===== src/rtl/image_stream_ctrl_pkg.sv =====
// Shared types and defaults for the image stream frame sequencer.
// The frame state enum is exported so debug ports and benches can name states.
package image_ctrl_pkg;

  localparam int DIM_WIDTH_DEF  = 12;
  localparam int FCNT_WIDTH_DEF = 16;

  typedef enum logic [1:0] {
    ST_IDLE  = 2'd0,
    ST_RUN   = 2'd1,
    ST_FLUSH = 2'd2,
    ST_DONE  = 2'd3
  } state_e;

endpackage


===== src/rtl/image_stream_ctrl_if.sv =====
// Stream handshake bundle (valid/ready/data/strb/last) for the image path.
// Handshake rule: a beat transfers on a rising clock edge where valid and
// ready are both high; the master holds data/strb/last stable while valid is
// high and ready is low, and ready may depend combinationally on valid.
interface image_stream_ctrl_if #(
  parameter int DATA_WIDTH = 32
);
  logic                    valid;
  logic                    ready;
  logic [DATA_WIDTH-1:0]   data;
  logic [DATA_WIDTH/8-1:0] strb;
  logic                    last;

  modport master (output valid, data, strb, last, input ready);
  modport slave  (input valid, data, strb, last, output ready);
endinterface


===== src/rtl/image_pos_counter.sv =====
// Column/row position within a frame, advanced once per transferred beat.
// line_end marks the last column, frame_end the last column of the last row.
module image_pos_counter #(
  parameter int DIM_WIDTH = 12
) (
  input  logic                 clk,
  input  logic                 rst,
  input  logic                 advance,
  input  logic                 clear,
  input  logic [DIM_WIDTH-1:0] width,
  input  logic [DIM_WIDTH-1:0] height,
  output logic [DIM_WIDTH-1:0] col,
  output logic [DIM_WIDTH-1:0] row,
  output logic                 line_end,
  output logic                 frame_end
);

  assign line_end  = (col == width - 1'b1);
  assign frame_end = line_end && (row == height - 1'b1);

  // Clear wins over advance; col wraps at line end and row steps
  always_ff @(posedge clk) begin
    if (rst || clear) begin
      col <= '0;
      row <= '0;
    end else if (advance) begin
      if (line_end) begin
        col <= '0;
        row <= row + 1'b1;
      end else begin
        col <= col + 1'b1;
      end
    end
  end

endmodule


===== src/rtl/image_stream_ctrl.sv =====
// image_stream_ctrl: gates stream beats through only while a frame is armed,
// counts position against a latched geometry, regenerates TLAST at frame end
// and flags frames whose upstream TLAST disagrees with that geometry.
// Build option: IMAGE_STREAM_CTRL_LINE_LAST_EN adds a TLAST on every line end.
module image_stream_ctrl
  import image_ctrl_pkg::*;
#(
  parameter int DATA_WIDTH = 32,
  parameter int DIM_WIDTH  = DIM_WIDTH_DEF,
  parameter int FCNT_WIDTH = FCNT_WIDTH_DEF
) (
  input  logic                  aclk,
  input  logic                  areset,
  input  logic [DIM_WIDTH-1:0]  cfg_width,
  input  logic [DIM_WIDTH-1:0]  cfg_height,
  input  logic                  cfg_continuous,
  input  logic                  start,
  input  logic                  stop,
  input  logic                  abort,
  input  logic                  err_clr,
  image_stream_ctrl_if.slave    s,
  image_stream_ctrl_if.master   m,
  output logic                  busy,
  output logic                  frame_done,
  output logic [FCNT_WIDTH-1:0] frame_cnt,
  output logic                  err_short,
  output logic                  err_long,
  output logic                  err_cfg,
  output state_e                dbg_state,
  output logic [DIM_WIDTH-1:0]  dbg_col,
  output logic [DIM_WIDTH-1:0]  dbg_row
);

  localparam logic [1:0] IDLE  = ST_IDLE;
  localparam logic [1:0] RUN   = ST_RUN;
  localparam logic [1:0] FLUSH = ST_FLUSH;
  localparam logic [1:0] DONE  = ST_DONE;

`ifdef IMAGE_STREAM_CTRL_LINE_LAST_EN
  localparam bit LINE_LAST = 1'b1;
`else
  localparam bit LINE_LAST = 1'b0;
`endif

  logic [1:0]            state, state_nxt;
  logic [DIM_WIDTH-1:0]  width_q, height_q;
  logic                  cont_q;
  logic                  stop_req;
  logic                  line_end, frame_end;
  logic                  start_ok, cfg_bad;
  logic                  run_xfer, flush_last;
  logic                  cnt_clear;
  logic                  last_gen;
  logic [DATA_WIDTH-1:0] pass_data;

  assign start_ok   = (state == IDLE) && start && (cfg_width != '0) && (cfg_height != '0);
  assign cfg_bad    = (state == IDLE) && start && ((cfg_width == '0) || (cfg_height == '0));
  assign run_xfer   = (state == RUN) && s.valid && m.ready;
  assign flush_last = (state == FLUSH) && s.valid && s.last;
  assign cnt_clear  = start_ok || (state == DONE);
  assign last_gen   = frame_end || (LINE_LAST && line_end);

  image_pos_counter #(.DIM_WIDTH(DIM_WIDTH)) u_pos (
    .clk       (aclk),
    .rst       (areset),
    .advance   (run_xfer),
    .clear     (cnt_clear),
    .width     (width_q),
    .height    (height_q),
    .col       (dbg_col),
    .row       (dbg_row),
    .line_end  (line_end),
    .frame_end (frame_end)
  );

  // Stream routing: pass-through in RUN, sink in FLUSH, closed otherwise
  assign pass_data = s.data;
  assign m.data    = pass_data;
  assign m.strb    = s.strb;
  always_comb begin
    m.valid = 1'b0;
    m.last  = 1'b0;
    s.ready = 1'b0;
    if (state == RUN) begin
      m.valid = s.valid;
      m.last  = last_gen || s.last;
      s.ready = m.ready;
    end else if (state == FLUSH) begin
      s.ready = 1'b1;
    end
  end

  // Next-state decision; abort overrides whatever the beat would have done
  always_comb begin
    state_nxt = state;
    case (state)
      IDLE:  if (start_ok) state_nxt = RUN;
      RUN: begin
        if (run_xfer) begin
          if (frame_end)   state_nxt = s.last ? DONE : FLUSH;
          else if (s.last) state_nxt = DONE;
        end
      end
      FLUSH: if (flush_last) state_nxt = DONE;
      DONE:  state_nxt = (cont_q && !stop_req && !stop) ? RUN : IDLE;
      default: state_nxt = IDLE;
    endcase
    if (abort) state_nxt = IDLE;
  end

  // State register
  always_ff @(posedge aclk) begin
    if (areset) state <= IDLE;
    else        state <= state_nxt;
  end

  // Geometry and mode are captured once per start so mid-frame edits are safe
  always_ff @(posedge aclk) begin
    if (areset) begin
      width_q  <= '0;
      height_q <= '0;
      cont_q   <= 1'b0;
    end else if (start_ok) begin
      width_q  <= cfg_width;
      height_q <= cfg_height;
      cont_q   <= cfg_continuous;
    end
  end

  // Sticky stop request, only meaningful while a frame sequence is active
  always_ff @(posedge aclk) begin
    if (areset || start_ok || state == IDLE) stop_req <= 1'b0;
    else if (stop)                           stop_req <= 1'b1;
  end

  // Completed-frame counter; an abort landing on DONE does not count
  always_ff @(posedge aclk) begin
    if (areset)                       frame_cnt <= '0;
    else if (state == DONE && !abort) frame_cnt <= frame_cnt + 1'b1;
  end

  // Sticky error flags: a same-cycle set overrides the clear
  always_ff @(posedge aclk) begin
    if (areset) begin
      err_short <= 1'b0;
      err_long  <= 1'b0;
      err_cfg   <= 1'b0;
    end else begin
      if (err_clr) begin
        err_short <= 1'b0;
        err_long  <= 1'b0;
        err_cfg   <= 1'b0;
      end
      if (run_xfer && s.last && !frame_end) err_short <= 1'b1;
      if (run_xfer && frame_end && !s.last) err_long  <= 1'b1;
      if (cfg_bad)                          err_cfg   <= 1'b1;
    end
  end

  assign busy       = (state != IDLE);
  assign frame_done = (state == DONE) && !abort;
  assign dbg_state  = state_e'(state);

endmodule


===== src/flat_wrapper.sv =====
// flat-port wrapper written by rule: the top's interface ports become plain ports
module image_stream_ctrl_flat import image_ctrl_pkg::*;
#(
  parameter int DATA_WIDTH = 32,
  parameter int DIM_WIDTH  = DIM_WIDTH_DEF,
  parameter int FCNT_WIDTH = FCNT_WIDTH_DEF
)
  (aclk, areset, cfg_width, cfg_height, cfg_continuous, start, stop, abort, err_clr, busy, frame_done, frame_cnt, err_short, err_long, err_cfg, dbg_state, dbg_col, dbg_row, s_valid, s_data, s_strb, s_last, s_ready, m_valid, m_data, m_strb, m_last, m_ready);
  image_stream_ctrl_if #(.DATA_WIDTH(DATA_WIDTH)) s_i ();
  image_stream_ctrl_if #(.DATA_WIDTH(DATA_WIDTH)) m_i ();
  input  logic aclk;
  input  logic areset;
  input  logic [DIM_WIDTH-1:0] cfg_width;
  input  logic [DIM_WIDTH-1:0] cfg_height;
  input  logic cfg_continuous;
  input  logic start;
  input  logic stop;
  input  logic abort;
  input  logic err_clr;
  output logic busy;
  output logic frame_done;
  output logic [FCNT_WIDTH-1:0] frame_cnt;
  output logic err_short;
  output logic err_long;
  output logic err_cfg;
  output state_e dbg_state;
  output logic [DIM_WIDTH-1:0] dbg_col;
  output logic [DIM_WIDTH-1:0] dbg_row;
  input wire logic [$bits(s_i.valid)-1:0] s_valid;
  input wire logic [$bits(s_i.data)-1:0] s_data;
  input wire logic [$bits(s_i.strb)-1:0] s_strb;
  input wire logic [$bits(s_i.last)-1:0] s_last;
  output wire logic [$bits(s_i.ready)-1:0] s_ready;
  output wire logic [$bits(m_i.valid)-1:0] m_valid;
  output wire logic [$bits(m_i.data)-1:0] m_data;
  output wire logic [$bits(m_i.strb)-1:0] m_strb;
  output wire logic [$bits(m_i.last)-1:0] m_last;
  input wire logic [$bits(m_i.ready)-1:0] m_ready;
  assign s_i.valid = s_valid;
  assign s_i.data = s_data;
  assign s_i.strb = s_strb;
  assign s_i.last = s_last;
  assign s_ready = s_i.ready;
  assign m_valid = m_i.valid;
  assign m_data = m_i.data;
  assign m_strb = m_i.strb;
  assign m_last = m_i.last;
  assign m_i.ready = m_ready;
  image_stream_ctrl #(.DATA_WIDTH(DATA_WIDTH), .DIM_WIDTH(DIM_WIDTH), .FCNT_WIDTH(FCNT_WIDTH)) u_core (.aclk(aclk), .areset(areset), .cfg_width(cfg_width), .cfg_height(cfg_height), .cfg_continuous(cfg_continuous), .start(start), .stop(stop), .abort(abort), .err_clr(err_clr), .s(s_i), .m(m_i), .busy(busy), .frame_done(frame_done), .frame_cnt(frame_cnt), .err_short(err_short), .err_long(err_long), .err_cfg(err_cfg), .dbg_state(dbg_state), .dbg_col(dbg_col), .dbg_row(dbg_row));
endmodule

===== config.mk =====
export PLATFORM = sky130hd
export DESIGN_NAME = image_stream_ctrl_flat
export DESIGN_NICKNAME = d
export VERILOG_FILES = /design/src/rtl/image_stream_ctrl_pkg.sv /design/src/rtl/image_stream_ctrl_if.sv /design/src/rtl/image_pos_counter.sv /design/src/rtl/image_stream_ctrl.sv /design/src/flat_wrapper.sv
export SDC_FILE = /design/constraint.sdc
export NUM_CORES = 1
export LEC_CHECK = 0
export CAP_MARGIN = 20
export CORE_MARGIN = 4
export CORE_UTILIZATION = 39
export DETAILED_ROUTE_END_ITERATION = 16
export GPL_TIMING_DRIVEN = 1
export PLACE_DENSITY_LB_ADDON = 0.2
export REMOVE_ABC_BUFFERS = 1
export SYNTH_ARGS = -nofsm -noshare
export SYNTH_HDL_FRONTEND = slang
export SYNTH_HIERARCHICAL = 1
export SYNTH_SLANG_ARGS = --single-unit

===== constraint.sdc =====
create_clock -name aclk -period 4.45 [get_ports aclk]
set_input_delay 0.445 -clock aclk [delete_from_list [all_inputs] [get_ports aclk]]
set_output_delay 0.445 -clock aclk [all_outputs]
set_load 0.05 [all_outputs]

Word level (Yosys, flattened, before mapping)
Cells that the tools add are included.

Add/subtract/negate cells: 5. Eq/ne operators: 9. Multiplexer cells: 17. Reductions and logical operators: 39.

Operators by type and width (count): adder 12 x 1 -> 12 bit, second input constant (2); equality test 12 bit (2); zero test 12 bit (2); nonzero test 12 bit (2); subtractor 12 x 1 -> 12 bit, second input constant (2); adder 16 x 1 -> 16 bit, second input constant (1); logical AND 1 bit (16); 2-to-1 mux 12 bit (1); 2-to-1 mux 1 bit (10); 2-to-1 mux 2 bit (5); case mux 2 bit (4 select lines) (1); nonzero test 2 bit (4); logical OR 1 bit (6); inequality test 2 x 1 -> 1 bit, second input constant (3); zero test 1 bit (5); equality test 2 bit, second input constant (2); AND reduction 4 bit (1); inequality test 3 x 2 -> 1 bit, second input constant (1); equality test 2 x 1 -> 1 bit, second input constant (1); zero test 2 bit (1); AND reduction 2 bit (1); OR reduction 2 bit (1).

Register bits: 71. Input bits: 70. Output and inout port bits: 86.

Depth between registers and ports, before layout
Gate-level depths: netlist of run 1.

Depth in word-level cells: 6. Gate-level depth with buffers: 15.

Modules after synthesis
Netlist of run 1, hierarchy kept.

Modules (own cells, without submodules): image_stream_ctrl (times used 1, cells each 255, area an instance 2338.5 µm², seq. area each 940.9 µm²); image_pos_counter (times used 1, cells each 254, area an instance 1918.1 µm², seq. area each 480.5 µm²).

Worst setup path before layout of run 1
OpenSTA, ideal clock, no wires.

Kind: reg-to-output. Start: reg u_core.u_pos.col[9]. End: out m_last. Data arrival time: 3430 ps. Setup slack: 575 ps. Stages on the path, launching flop included: 10. Buffers on the path: 2. Cell sequence: dfxtp_1 clkbuf_1 xnor2_1 or4_1 a311o_1 a32oi_1 or4b_1 buf_2 nor4_1 o21a_1.

Word-level cells in the longest chain between the ends: 4.

Ends and longest elaborated chain: start, declared (line image_pos_counter.sv:12) `output logic [DIM_WIDTH-1:0] col,`; start signal, assigned (line image_pos_counter.sv:31) `col <= col + 1'b1;`; equality test 12 bit (line image_pos_counter.sv:18) `assign line_end = (col == width - 1'b1);`; logical AND 1 bit (line image_pos_counter.sv:19) `assign frame_end = line_end && (row == height - 1'b1);`; net u_core.frame_end (line image_stream_ctrl.sv:49) `logic line_end, frame_end;`; logical OR 1 bit (line image_stream_ctrl.sv:86) `m.last = last_gen || s.last;`; 2-to-1 mux 1 bit (line image_stream_ctrl.sv:84) `if (state == RUN) begin`; end, declared (line flat_wrapper.sv:37) `output wire logic [$bits(m_i.last)-1:0] m_last;`.

The timed path passes the listed nets, and every way through them passes these cells.

Worst setup path in the final report of run 1
Start: reg u_core.width_q[3]. End: out m_last.

Word-level cells in the longest chain between the ends: 5.

Ends and longest elaborated chain: start, declared (line image_stream_ctrl.sv:46) `logic [DIM_WIDTH-1:0] width_q, height_q;`; start signal, assigned (line image_stream_ctrl.sv:124) `width_q <= cfg_width;`; subtractor 12 x 1 -> 12 bit (line image_pos_counter.sv:18); equality test 12 bit (line image_pos_counter.sv:18); logical AND 1 bit (line image_pos_counter.sv:19); net u_core.frame_end (line image_stream_ctrl.sv:49); logical OR 1 bit (line image_stream_ctrl.sv:86); 2-to-1 mux 1 bit (line image_stream_ctrl.sv:84).

The timed path passes the listed nets, and every way through them passes these cells.

==> qor.tcl, run 1 <==
set qor(postLayoutCellArea_um2) 5130
set qor(synthesis.instances) 508
set qor(cts_made_buffers) 9
set qor(r2r_start) {u_core/width_q[3]$_SDFFE_PP0P_}
set qor(routedWlPerCell_um) 17.6
set qor(final-max-slew-violation-count) 0
set qor(total_leakage_power_nw) 1.87
set qor(critical_path.startpoint_type) {flip-flop}
set qor(dr.pass1.iters) 4
set qor(cp.buffers_inverters) 2
set qor(setup_viol) 0
set qor(timing.critical_path.slowest_stage_cell) {sky130_fd_sc_hd__or4_4}
set qor(tritoncts) {yes}
set qor(layout.cells.non_filler) 692
set qor(clk-insertion-delay-late_ps) 350
set qor(clock_tree.htree_level_count) 3
set qor(grt_setup_unrepaired) {no}
set qor(grt_max_degree) 50
set qor(synth.cell_area_um2) 4250
set qor(area_growth_pct) 20.7
set qor(worst_path_dominant_cell_family) {simple AND/OR/NAND/NOR gates}
set qor(grt_first_pass_wirelength_um) 19300
set qor(num_rows) 37
set qor(die_w_um) 112
set qor(power.density_nw_per_um2) 294
set qor(dieArea_um2) 12600
set qor(final.min_clock_period_ps) 4220
set qor(cp-startpoint) {u_core/width_q[3]$_SDFFE_PP0P_}
set qor(holdCritStartpoint) {u_core/err_cfg$_SDFFE_PP0P_}
set qor(final-hold-violation-count) 0
set qor(portBuffers) 83
set qor(n_fill_cell) 1019
set qor(worstHoldPathType) {flip-flop to flip-flop}
set qor(grt_usage_pct) 19.2
set qor(gp_congestion) 0.822
set qor(clockBufferDepth) 2
set qor(slew_headroom_pct) 59.9
set qor(critPathRequiredTime_ps) 4010
set qor(r2r.worst_path.cells) 12
set qor(root_buf_cell) {sky130_fd_sc_hd__clkbuf_8}
set qor(viasPerCell) 5.43
set qor(placed_instance_area_um2) 4900
set qor(max-cap-violations) 0
set qor(yosysWarnings) 6
set qor(number_of_nets_with_antenna_violations_after_routing) 0
set qor(post-dp-hpwl_um) 9230
set qor(post-route-drc-count) 0
set qor(cpPeakStageDelay_ps) 620
set qor(core_area_um2) 10500
set qor(placed_cells_incl_taps) 676
set qor(floorplan.die.height_um) 112
set qor(synthesis.area_per_instance_um2) 8.37
set qor(wirelength_um) 12100
set qor(post_route_cells_drive_above_1_share_pct) 5.58
set qor(detailedPlace.worstSlack_ps) 406
set qor(arrival_ps) 3770
set qor(critical_path_end) {m_last}
set qor(setup-tns-final_ps) 0
set qor(final_min_period_over_clock_period_pct) 94.8
set qor(final.setup_skew_ps) 8.93
set qor(finish.net_count) 631
set qor(crit_chain) {or4_4 > or3_1 > a311o_1 > a32oi_1 > or4b_4 > nor4_2 > buf_4 > o21a_1 > buf_12}
set qor(overflow) 0
set qor(power.ir.vdd_worst_mv) 0.163
set qor(post-route-worst-setup-slack_ps) 230
set qor(max_freq_mhz) 237
set qor(status) {finished clean}
set qor(crit_path_max_fanout) 10
set qor(cts.sink_count) 71
set qor(cp_num_cells) 9
set qor(kind_of_capture_point_of_the_worst_setup_path) {output pin}
set qor(r2r_setup_slack_ps) 600
set qor(drtIter0Drc) 178
set qor(grt_antenna_before_repair) 0
set qor(floorplan.io_pins) 156
set qor(power_mw) 1.51
set qor(critical_path_class) {flip-flop to output pin}
set qor(vias) 3758
set qor(initial_core_util_pct) 40.6
set qor(vias_in_the_first_global_route) 3581
set qor(worst-slew-pin-transition_ps) 597
set qor(diodes) 0
set qor(clkTransAtPathRegs_ps) 80
set qor(reg2reg_to) {u_core/dbg_state[1]$_SDFFE_PP0P_}
## report_power, final
group          internal [mW]  switching [mW]  total [mW]  leakage [nW]
registers              0.653          0.0233       0.676         0.577
logic                  0.118           0.137       0.254          1.19
clock network          0.316           0.265       0.581         0.102
## registers in the layout, summed over array words and instances (netlist names), 2 cells and up
name,flops
u_core/width_q,12
u_core/dbg_state,2
u_core/u_pos/col,12
u_core/frame_cnt,16
u_core/height_q,12
u_core/u_pos/row,12
## layer usage
metal | vias up | GRT usage, % | part of all wire [%]
met5 | - | 3.53 | 0.38
met4 | 2 | 4.65 | 1.0
met3 | 16 | 12.5 | 13
met2 | 151 | 26.0 | 41
met1 | 1741 | 25.1 | 45
li1 | 1848 | - | -
## metrics by stage
stage                     hold slack (ps)  util [%]
after CTS                             505      49.0
final                                 501      49.1
after floorplan                       463         -
after global placement                475      46.8
after global routing                  542      49.1
after detailed placement              483      46.8
## cells in the final DEF (no fill, tap or decap), drive strengths merged, types with 5 or more instances in the layout
cell	instances
or4	5
nor2b	6
o21ai	18
dfxtp	71
clkdlybuf4s50	82
o31ai	5
and3	5
a32oi	5
nor4	12
nor2	69
nand2b	5
or3	18
clkbuf	9
xnor2	24
xor2	27
nand2	28
nor3	12
inv	16
mux2i	29
nand3	16
buf	5
ha	10
nand4	14
a21oi	21
## worst min-delay path by stage
| stage | endpoint | slack (ps) | depth (start not counted) |
|---|---|---|---|
| 2_1_floorplan | u_core/cont_q$_SDFFE_PP0P_ | 460 | 2 |
| 3_3_place_gp | u_core/err_cfg$_SDFFE_PP0P_ | 470 | 2 |
| 3_5_place_dp | u_core/err_cfg$_SDFFE_PP0P_ | 480 | 2 |
| 4_1_cts | u_core/err_cfg$_SDFFE_PP0P_ | 510 | 2 |
| 5_1_grt | u_core/err_long$_SDFFE_PP0P_ | 540 | 2 |
| 6_report | u_core/err_cfg$_SDFFE_PP0P_ | 500 | 2 |
## worst min-delay path: cells and delay by family (launching register included)
kind | cells | cell delay [ps]
and+or+nand+nor | 1 | 80
AOI/OAI and AO/OA | 1 | 60
DFF | 1 | 330
## layout make-up
class / count / area [µm²] / share of cell area (%)
inverters: 15 / 56.3 / 1.10
clock inverters: 7 / 96.3 / 1.88
multi-input cells: 367 / 2400 / 46.7
flip-flops and latches: 71 / 1420 / 27.7
clock buffers: 9 / 124 / 2.41
repair buffers: 87 / 871 / 17.0
well taps: 136 / 170 / 3.31
## repair_timing
| action | 4_1_cts | 5_1_grt |
|---|---|---|
| endpoints found under the setup margin | 1 | 1 |
| cloned | 0 | 0 |
| resized for setup | 1 | 2 |
| setup buffers | 0 | 0 |
| hold buffers | 0 | 0 |
(Power assumes the default switching activity.)
==> run 2: changes to the inputs <==
==> constraint.sdc (replaced) <==
create_clock -name aclk -period 4.45 [get_ports aclk]
set_input_delay 0.445 -clock aclk [delete_from_list [all_inputs] [get_ports aclk]]
set_output_delay 0.445 -clock aclk [all_outputs]
set_load 0.01 [all_outputs]
==> run 2 against run 1 <==
Flip-flop and latch count did not move. Wire length barely moved. Via count unchanged. Power grew 3.5%. Sequential share of layout area decreased by 0.18 points. First-iteration DRC count shrank 0.56%. Utilization rose by 0.41 points. Die area unchanged. Critical path type unchanged. Largest cell class unchanged. Highest routed layer unchanged.
==> qor.tcl, run 2 (same netlist as run 1, synthesis figures left out) <==
set qor(post_route_cells_drive_above_1_share_pct) 6.45
set qor(tritoncts) {yes}
set qor(clockBufferDepth) 2
set qor(cts_made_buffers) 9
set qor(diodes) 0
set qor(power_mw) 1.56
set qor(worstHoldPathType) {flip-flop to flip-flop}
set qor(clkTransAtPathRegs_ps) 80
set qor(die_w_um) 112
set qor(portBuffers) 83
set qor(slew_headroom_pct) 58.3
set qor(crit_chain) {or4_4 > or3_1 > a311o_1 > a32oi_2 > or4b_4 > nor4_2 > buf_4 > o21a_1 > clkdlybuf4s50_1}
set qor(root_buf_cell) {sky130_fd_sc_hd__clkbuf_8}
set qor(power_frac_seq_pct) 43.3
set qor(critical_path.startpoint_type) {flip-flop}
set qor(power.ir.vdd_worst_mv) 0.153
set qor(post-dp-hpwl_um) 8960
set qor(gp_congestion) 0.802
set qor(routedWlPerCell_um) 17.5
set qor(grt_first_pass_wirelength_um) 18800
set qor(total_leakage_power_nw) 1.90
set qor(area_growth_pct) 21.7
set qor(switching_power_mw) 0.404
set qor(critPathRequiredTime_ps) 4010
set qor(max-cap-violations) 0
set qor(setup_viol) 0
set qor(arrival_ps) 3870
set qor(final_min_period_over_clock_period_pct) 97.0
set qor(power_report.internal_total_mw) 1.16
set qor(min_path_cells) 2
set qor(max_ffs_per_register) 16
set qor(cpPeakStageDelay_ps) 560
set qor(power.density_nw_per_um2) 302
set qor(final.setup_skew_ps) 13.4
set qor(overflow) 0
set qor(grt_antenna_before_repair) 0
set qor(wirelength_um) 12200
set qor(max_freq_mhz) 232
set qor(viasPerCell) 5.41
set qor(largest_register) {u_core/frame_cnt}
set qor(number_of_nets_with_antenna_violations_after_routing) 0
set qor(dieArea_um2) 12600
set qor(r2r.worst_path.cells) 12
set qor(dr.pass1.iters) 5
set qor(grt_usage_pct) 18.8
set qor(clock_tree.htree_level_count) 3
set qor(worst-slew-pin-transition_ps) 621
set qor(initial_core_util_pct) 40.6
set qor(post-route-drc-count) 0
set qor(vias_in_the_first_global_route) 3567
set qor(status) {finished clean}
set qor(mostFrequentLayoutCell) {sky130_fd_sc_hd__clkdlybuf4s50_1}
set qor(num_rows) 37
set qor(switching_share_pct) 25.8
set qor(cts.sink_count) 71
set qor(setup-tns-final_ps) 0
set qor(timing.critical_path.slowest_stage_cell) {sky130_fd_sc_hd__or4_4}
set qor(pwr-share-clk_pct) 41.0
set qor(core_area_um2) 10500
set qor(floorplan.die.height_um) 112
set qor(critical_path_class) {flip-flop to output pin}
set qor(grt_setup_unrepaired) {no}
set qor(final.min_clock_period_ps) 4320
set qor(drtIter0Drc) 177
set qor(crit_path_max_fanout) 6
set qor(finish.net_count) 633
set qor(final-hold-violation-count) 0
set qor(vias) 3758
set qor(final_cell_mix) {sky130_fd_sc_hd__clkdlybuf4s50_1 (83), sky130_fd_sc_hd__nor2_1 (69), sky130_fd_sc_hd__dfxtp_1 (69), sky130_fd_sc_hd__mux2i_1 (29), sky130_fd_sc_hd__nand2_1 (28)}
set qor(final-max-slew-violation-count) 0
set qor(worst_hold_slack_ps) 505
set qor(kind_of_capture_point_of_the_worst_setup_path) {output pin}
set qor(grt_max_degree) 50
set qor(share_comb_of_total_power_pct) 15.8
set qor(floorplan.io_pins) 156
set qor(clk-insertion-delay-late_ps) 350
## run 2: cell count changes in the layout (fill, tap and decap cells not counted), moves of 2 or more
cell | before | now
sky130_fd_sc_hd__dfxtp_1 | 71 | 69
sky130_fd_sc_hd__dfxtp_2 | 0 | 2
sky130_fd_sc_hd__buf_4 | 4 | 6
sky130_fd_sc_hd__clkinvlp_4 | 3 | 1
## run 2: cell type report
type	count	area (µm²)
Fill cell	1035	5290
Multi-Input combinational cell	367	2410
Sequential cell	71	1420
Timing Repair Buffer	89	876
Tap cell	136	170
Clock buffer	10	138
Clock inverter	6	108
Inverter	15	56.3
## run 2: power groups by stage
stage                     Clock (mW)  Sequential (mW)  Combinational, mW
after floorplan                    0            0.684              0.157
after global placement             0            0.689              0.231
final                          0.641            0.677              0.246
after CTS                      0.659            0.676              0.238
after detailed placement           0            0.691              0.234
after global routing           0.677            0.680              0.272
## run 2: path summary, 6_finish.rpt
check	startpoint	end	slack (ps)
setup reg to reg	u_core/width_q[4]$_SDFFE_PP0P_	u_core/dbg_state[1]$_SDFFE_PP0P_	830
setup / recovery	u_core/width_q[4]$_SDFFE_PP0P_	m_last	130
hold / removal	u_core/cont_q$_SDFFE_PP0P_	u_core/cont_q$_SDFFE_PP0P_	510
hold reg to reg	u_core/cont_q$_SDFFE_PP0P_	u_core/cont_q$_SDFFE_PP0P_	510
## run 2: routing by layer
| layer | vias to the layer above | GRT usage [%] | routed length [µm] |
|---|---|---|---|
| li1 | 1843 | - | - |
| met1 | 1742 | 23.7 | 5340 |
| met2 | 163 | 25.8 | 5060 |
| met3 | 8 | 12.3 | 1630 |
| met4 | 2 | 5.21 | 76 |
| met5 | - | 3.14 | 46 |
## run 2: critical path: cells and delay by family (launching register included)
family	cells	cell delay [ps]
buffers and inverters	2	720
flip-flops	1	370
AND/OR/NAND/NOR	4	1720
AO/OA/AOI/OAI	3	720
## run 2: per-stage QoR
step / std cells / utilization (%) / cell area, µm² / worst slack [ps]
final: 694 / 49.5 / 5180 / 133
after global routing: 694 / 49.5 / 5180 / 11.0
after CTS: 692 / 49.2 / 5150 / 9.76
after detailed placement: 676 / 46.7 / 4890 / 274
after global placement: 676 / 46.7 / 4890 / 357
after floorplan: 453 / - / 3860 / 792
## run 2: timing repair
item                                    in CTS  in global routing
endpoints found under the setup margin       1                  1
cloned                                       0                  0
hold buffers                                 0                  0
pin swaps                                    0                  1
setup buffers                                0                  2
gates resized for setup                      3                  4
